<file path="src/rtl/ysyx_22041412_hazard_ctrl_pkg.sv">
// Shared stage indices and defaults for the pipeline hazard controller.
package ysyx_22041412_hazard_ctrl_pkg;

    typedef enum int {
        STG_PC  = 0,
        STG_IF  = 1,
        STG_ID  = 2,
        STG_EX  = 3,
        STG_MEM = 4,
        STG_WB  = 5
    } stage_e;

    localparam int DEF_NSTAGE = 6;
    localparam int DEF_SW     = $clog2(DEF_NSTAGE);
    localparam int DEF_CNT_W  = 8;
    localparam int DEF_TMO    = 200;

    // A MEM stall freezes the whole pipe by default.
    localparam logic [DEF_NSTAGE-1:0] DEF_GLOBAL_MASK =
        DEF_NSTAGE'(1) << STG_MEM;

endpackage

</file>
<file path="src/rtl/ysyx_22041412_hazard_ctrl_wdog.sv">
// Stall watchdog: saturating count of consecutive stalled cycles
// plus a timeout flag held until the first stall-free cycle.
module ysyx_22041412_stall_wdog #(
    parameter int CNT_W   = 8,
    parameter int TIMEOUT = 200
) (
    input  logic             clk,
    input  logic             rst,
    input  logic             active,
    output logic [CNT_W-1:0] cnt,
    output logic             timeout
);

    logic [CNT_W-1:0] cnt_nxt;
    logic             hit;

    assign cnt_nxt = (&cnt) ? cnt : cnt + CNT_W'(1);
    assign hit     = (TIMEOUT != 0) && (32'(cnt_nxt) == TIMEOUT);

    always_ff @(posedge clk or negedge rst) begin
        if (!rst) begin
            cnt     <= '0;
            timeout <= 1'b0;
        end else if (active) begin
            cnt     <= cnt_nxt;
            timeout <= timeout | hit;
        end else begin
            cnt     <= '0;
            timeout <= 1'b0;
        end
    end

endmodule

</file>
<file path="src/rtl/ysyx_22041412_hazard_ctrl.sv">
// Pipeline freeze/kill controller: per-stage stall and flush vectors,
// deferred flushes while the requester is frozen, stall watchdog.
module ysyx_22041412_hazard_ctrl
    import ysyx_22041412_hazard_ctrl_pkg::*;
#(
    parameter int                NSTAGE      = DEF_NSTAGE,
    parameter logic [NSTAGE-1:0] GLOBAL_MASK = NSTAGE'(DEF_GLOBAL_MASK),
    parameter int                SW          = $clog2(NSTAGE),
    parameter int                CNT_W       = DEF_CNT_W,
    parameter int                TIMEOUT     = DEF_TMO
) (
    input  logic              clk,
    input  logic              rst,
    input  logic [NSTAGE-1:0] stall_req,
    input  logic              flush_req,
    input  logic [SW-1:0]     flush_stage,
    output logic [NSTAGE-1:0] stall,
    output logic [NSTAGE-1:0] flush,
    output logic              flush_pend,
    output logic [CNT_W-1:0]  stall_cnt,
    output logic              timeout
);

    logic              live_ok;
    logic              have;
    logic              blocked;
    logic              fire;
    logic [SW-1:0]     kf;
    logic [NSTAGE-1:0] hold;
    logic [NSTAGE-1:0] mask;
    logic              pend_vld;
    logic [SW-1:0]     pend_stage;

    assign live_ok = flush_req
                  && (flush_stage != '0)
                  && (32'(flush_stage) < NSTAGE);

    // Stage i holds when any stage at or above i requests a stall.
    always_comb begin
        hold = '0;
        hold[NSTAGE-1] = stall_req[NSTAGE-1];
        for (int i = NSTAGE-2; i >= 0; i--) begin
            hold[i] = stall_req[i] | hold[i+1];
        end
        if (|(stall_req & GLOBAL_MASK)) begin
            hold = '1;
        end
    end

    // Older requester wins when a live and a pending flush coexist.
    always_comb begin
        kf   = pend_stage;
        mask = '0;
        if (live_ok && (!pend_vld || (flush_stage > pend_stage))) begin
            kf = flush_stage;
        end
        have = live_ok || pend_vld;
        for (int i = 0; i < NSTAGE; i++) begin
            mask[i] = (32'(kf) > i);
        end
        blocked = |(stall_req & ~mask);
        fire    = have && !blocked;
    end

    assign stall = !rst ? '0 : (fire ? (hold & ~mask) : hold);
    assign flush = (rst && fire) ? mask : '0;

    always_ff @(posedge clk or negedge rst) begin
        if (!rst) begin
            pend_vld   <= 1'b0;
            pend_stage <= '0;
        end else begin
            pend_vld <= have && blocked;
            if (have && blocked) begin
                pend_stage <= kf;
            end
        end
    end

    assign flush_pend = pend_vld;

    ysyx_22041412_stall_wdog #(
        .CNT_W   (CNT_W),
        .TIMEOUT (TIMEOUT)
    ) u_wdog (
        .clk     (clk),
        .rst     (rst),
        .active  (|stall),
        .cnt     (stall_cnt),
        .timeout (timeout)
    );

    a_flush_stage: assert property (
        @(posedge clk) disable iff (!rst)
        flush_req |-> (flush_stage != '0 && 32'(flush_stage) < NSTAGE)
    );

endmodule
</file>
<file path="config.mk">
export PLATFORM = sky130hd
export DESIGN_NAME = ysyx_22041412_hazard_ctrl
export DESIGN_NICKNAME = d
export VERILOG_FILES = /design/src/rtl/ysyx_22041412_hazard_ctrl_pkg.sv /design/src/rtl/ysyx_22041412_hazard_ctrl_wdog.sv /design/src/rtl/ysyx_22041412_hazard_ctrl.sv
export SDC_FILE = /design/constraint.sdc
export NUM_CORES = 1
export LEC_CHECK = 0
export CORE_MARGIN = 10
export CORE_UTILIZATION = 61
export CTS_CLUSTER_SIZE = 25
export DETAILED_ROUTE_END_ITERATION = 10
export DONT_BUFFER_PORTS = 1
export PLACE_DENSITY_LB_ADDON = 0.08
export SYNTH_ARGS = -nofsm -noshare
export SYNTH_HDL_FRONTEND = slang
export SYNTH_HIERARCHICAL = 1
export SYNTH_SLANG_ARGS = --single-unit
</file>
<file path="constraint.sdc">
create_clock -name clk -period 4.95 [get_ports clk]
set_clock_uncertainty 0.2 [all_clocks]
set_input_delay 0.99 -clock clk [delete_from_list [all_inputs] [get_ports clk]]
set_output_delay 0.99 -clock clk [all_outputs]
set_load 0.02 [all_outputs]
</file>
==> results.json <==
{
  "status": "complete, no violations",
  "vdd_ir_drop_max_mv": 0.296,
  "pin_count": 34,
  "hp-class": "primary input to asynchronous set/reset pin",
  "crit_buf_inv": 0,
  "utilization_pct": 65.3,
  "finalHoldWorstSlack_ns": 0.196,
  "layout-drive-gt1-share_pct": 17.6,
  "dr.max_layer_used": "met4",
  "post_cts_buffers": 0,
  "worst-path-max-fanout": 6,
  "final-hold-violation-count": 0,
  "dpl.hpwl_mm": 2.51,
  "antenna_found_initial": 0,
  "cts_buffers": 3,
  "synth_top_area_share_pct": 26.6,
  "routed-wl-met3_um": 327,
  "grt_first_pass_wirelength_mm": 5.02,
  "wl_met2_mm": 1.44,
  "setup.worst_path.start_class": "primary input",
  "post_dp_cell_area_mm2": 0.00124,
  "finalMaxSlewViolations": 0,
  "syn_inst": 135,
  "ant_nets": 0,
  "synthArstFlopShare_pct": 100,
  "ys_warn_count": 6,
  "synth.area.top_cells": "dfrtp_1, nor2_1, ha_1",
  "cts_hold_buffers": 0,
  "ys.flop_type": "dfrtp_1",
  "clockRootBuffer": "clkbuf_4",
  "yosysTopAreaCell": "dfrtp_1",
  "clk_pin_slew_ns": 0.08,
  "cts_htree_levels": 1,
  "drc": 0,
  "netlist_area_mm2": 0.00122,
  "cts_resized": 0,
  "area_growth_pct": 3.68,
  "fin_crit_ns": 4.42,
  "fin_crit_sh_pct": 89.2,
  "final_cell_area_mm2": 0.00127,
  "num_rows": 16,
  "ys_seq_area_share_pct": 26.6,
  "crit_arrival_ns": 3.23,
  "critical_path_class": "primary input to output pin",
  "io_buffers": 0,
  "clock_sinks": 13,
  "synth_nets": 151,
  "syn_avg_cell_area_um2": 9.06,
  "wl_per_cell_um": 18.8,
  "crit_family": "simple AND/OR/NAND/NOR gates",
  "rsz0062_at_grt": "false",
  "diodes": 0,
  "die_height_um": 64.8,
  "drtIter0Drc": 64,
  "grt_use_total_pct": 14.7,
  "fill_cells": 173,
  "synthDistinctLibCells": 58,
  "cpPeakStageDelay_ns": 0.55,
  "grt_pass1_vias": 998,
  "cap_violations": 0,
  "ys_ff_latch": 13,
  "cp-end-kind": "output pin",
  "clockBufferDepth": 2,
  "cts_tree": "yes",
  "powerDensity_mw_per_mm2": 501,
  "cpMaxStageDelayCell": "or4_4",
  "p_leak_nw": 0.536,
  "slew_headroom_pct": 54.8,
  "wl_met1_mm": 1.29,
  "fin_nets": 153,
  "core-area_mm2": 0.00194,
  "gp_congestion": 0.816,
  "synth_edf_count": 0,
  "tightest_slew_ns": 0.672,
  "clk_latency_ns": 0.28,
  "vias": 1071,
  "cp.required_ns": 3.76,
  "totalWireLength_mm": 3.07,
  "start_util_pct": 63.0,
  "drtPass1Iterations": 4,
  "fmax_mhz": 226,
  "die_area_mm2": 0.00420,
  "grt_max_degree": 25,
  "die_x_um": 64.8,
  "path_cells": "ha_1, and3_4, o21a_4, or4_4, a31oi_4, a22oi_2, nor3_4, and4_1",
  "routed_via_density": 6.57,
  "grt.overflow.total": 0,
  "setup_viol": 0,
  "finalSetupTns_ns": 0
}
sequential cells by signal, indices dropped and copies added (netlist names):
name            cells
u_wdog/cnt          8
pend_stage          3
flush_pend          1
u_wdog/timeout      1
worst paths after layout:
| kind | to | start | cells past startpoint | slack [ns] |
|---|---|---|---|---|
| setup / recovery | flush[4] | flush_stage[1] | 8 | 0.53 |
| hold / removal | pend_stage[2]$_DFFE_PN0P_ | rst | 0 | 0.20 |
| setup reg to reg | u_wdog/timeout$_DFF_PN0_ | pend_stage[2]$_DFFE_PN0P_ | 12 | 1.28 |
| hold reg to reg | pend_stage[1]$_DFFE_PN0P_ | pend_stage[1]$_DFFE_PN0P_ | 1 | 0.43 |
| max in group asynchronous | u_wdog/cnt[0]$_DFF_PN0_ | rst | 0 | 4.28 |
| min in group clk | pend_stage[1]$_DFFE_PN0P_ | pend_stage[1]$_DFFE_PN0P_ | 1 | 0.43 |
Yosys cell counts (all sizes together) (2+ instances only):
library cell	count
nand3	9
mux2i	3
o22ai	4
xnor2	2
inv	10
or3	2
nor3	3
clkbuf	2
and3	7
nor2	14
o311ai	2
and2	2
o31ai	3
a31oi	2
dfrtp	13
o21ai	5
nor2b	3
ha	4
a21oi	7
nand2	9
and4	3
o21a	2
nand4	3
xor2	2
area by class of cell:
type	instances	area, µm²	area share (%)
clock buffer	4	26.3	2.07
inverter	10	37.5	2.96
multi-input combinational	109	846	66.7
tap	27	33.8	2.66
sequential	13	325	25.6
layout by cell type (no fill, tap or decap), drive strengths merged, types with 2 or more instances in the layout:
cell and count:
nor2 14, dfrtp 13, inv 10, nand2 9
nand3 9, and3 7, a21oi 7, o21ai 5
ha 4, o22ai 4, clkbuf 4, nor2b 3
nand4 3, mux2i 3, and4 3, nor3 3
o31ai 3, and2 2, xnor2 2, xor2 2
or3 2, o21a 2, o311ai 2, a31oi 2
cell families (layout without fill, tap and decap cells):
group | count (synthesis) | count (layout) | share of synthesized area [%]
AND/OR/NAND/NOR | 61 | 61 | 31.0
multiplexers | 4 | 4 | 3.68
flip-flops | 13 | 13 | 26.6
AO/OA/AOI/OAI | 36 | 36 | 27.5
adder cells (fa/ha/maj) | 4 | 4 | 4.09
buffers and inverters | 13 | 14 | 4.30
XOR/XNOR | 4 | 4 | 2.86
metal layers:
| metal | vias to the layer above | global-route usage [%] |
|---|---|---|
| met5 | - | 0 |
| met4 | 0 | 1.87 |
| met3 | 3 | 7.90 |
| met2 | 45 | 22.8 |
| met1 | 508 | 18.0 |
| li1 | 515 | - |
stage by stage:
step	instances	setup slack [ns]	power [W]
finish	163	0.532	0.000635
floorplan	135	0.668	0.000499
global route	163	0.406	0.000688
global placement	159	0.579	0.000560
detailed placement	159	0.550	0.000570
CTS	163	0.541	0.000636
power by group:
group / switching, W / internal (W)
Clock: 0.0000334 / 0.0000313
Combinational: 0.000221 / 0.000140
Sequential: 0.0000754 / 0.000134
Total: 0.000330 / 0.000305
Note: power is estimated with default switching activity, not from simulation.
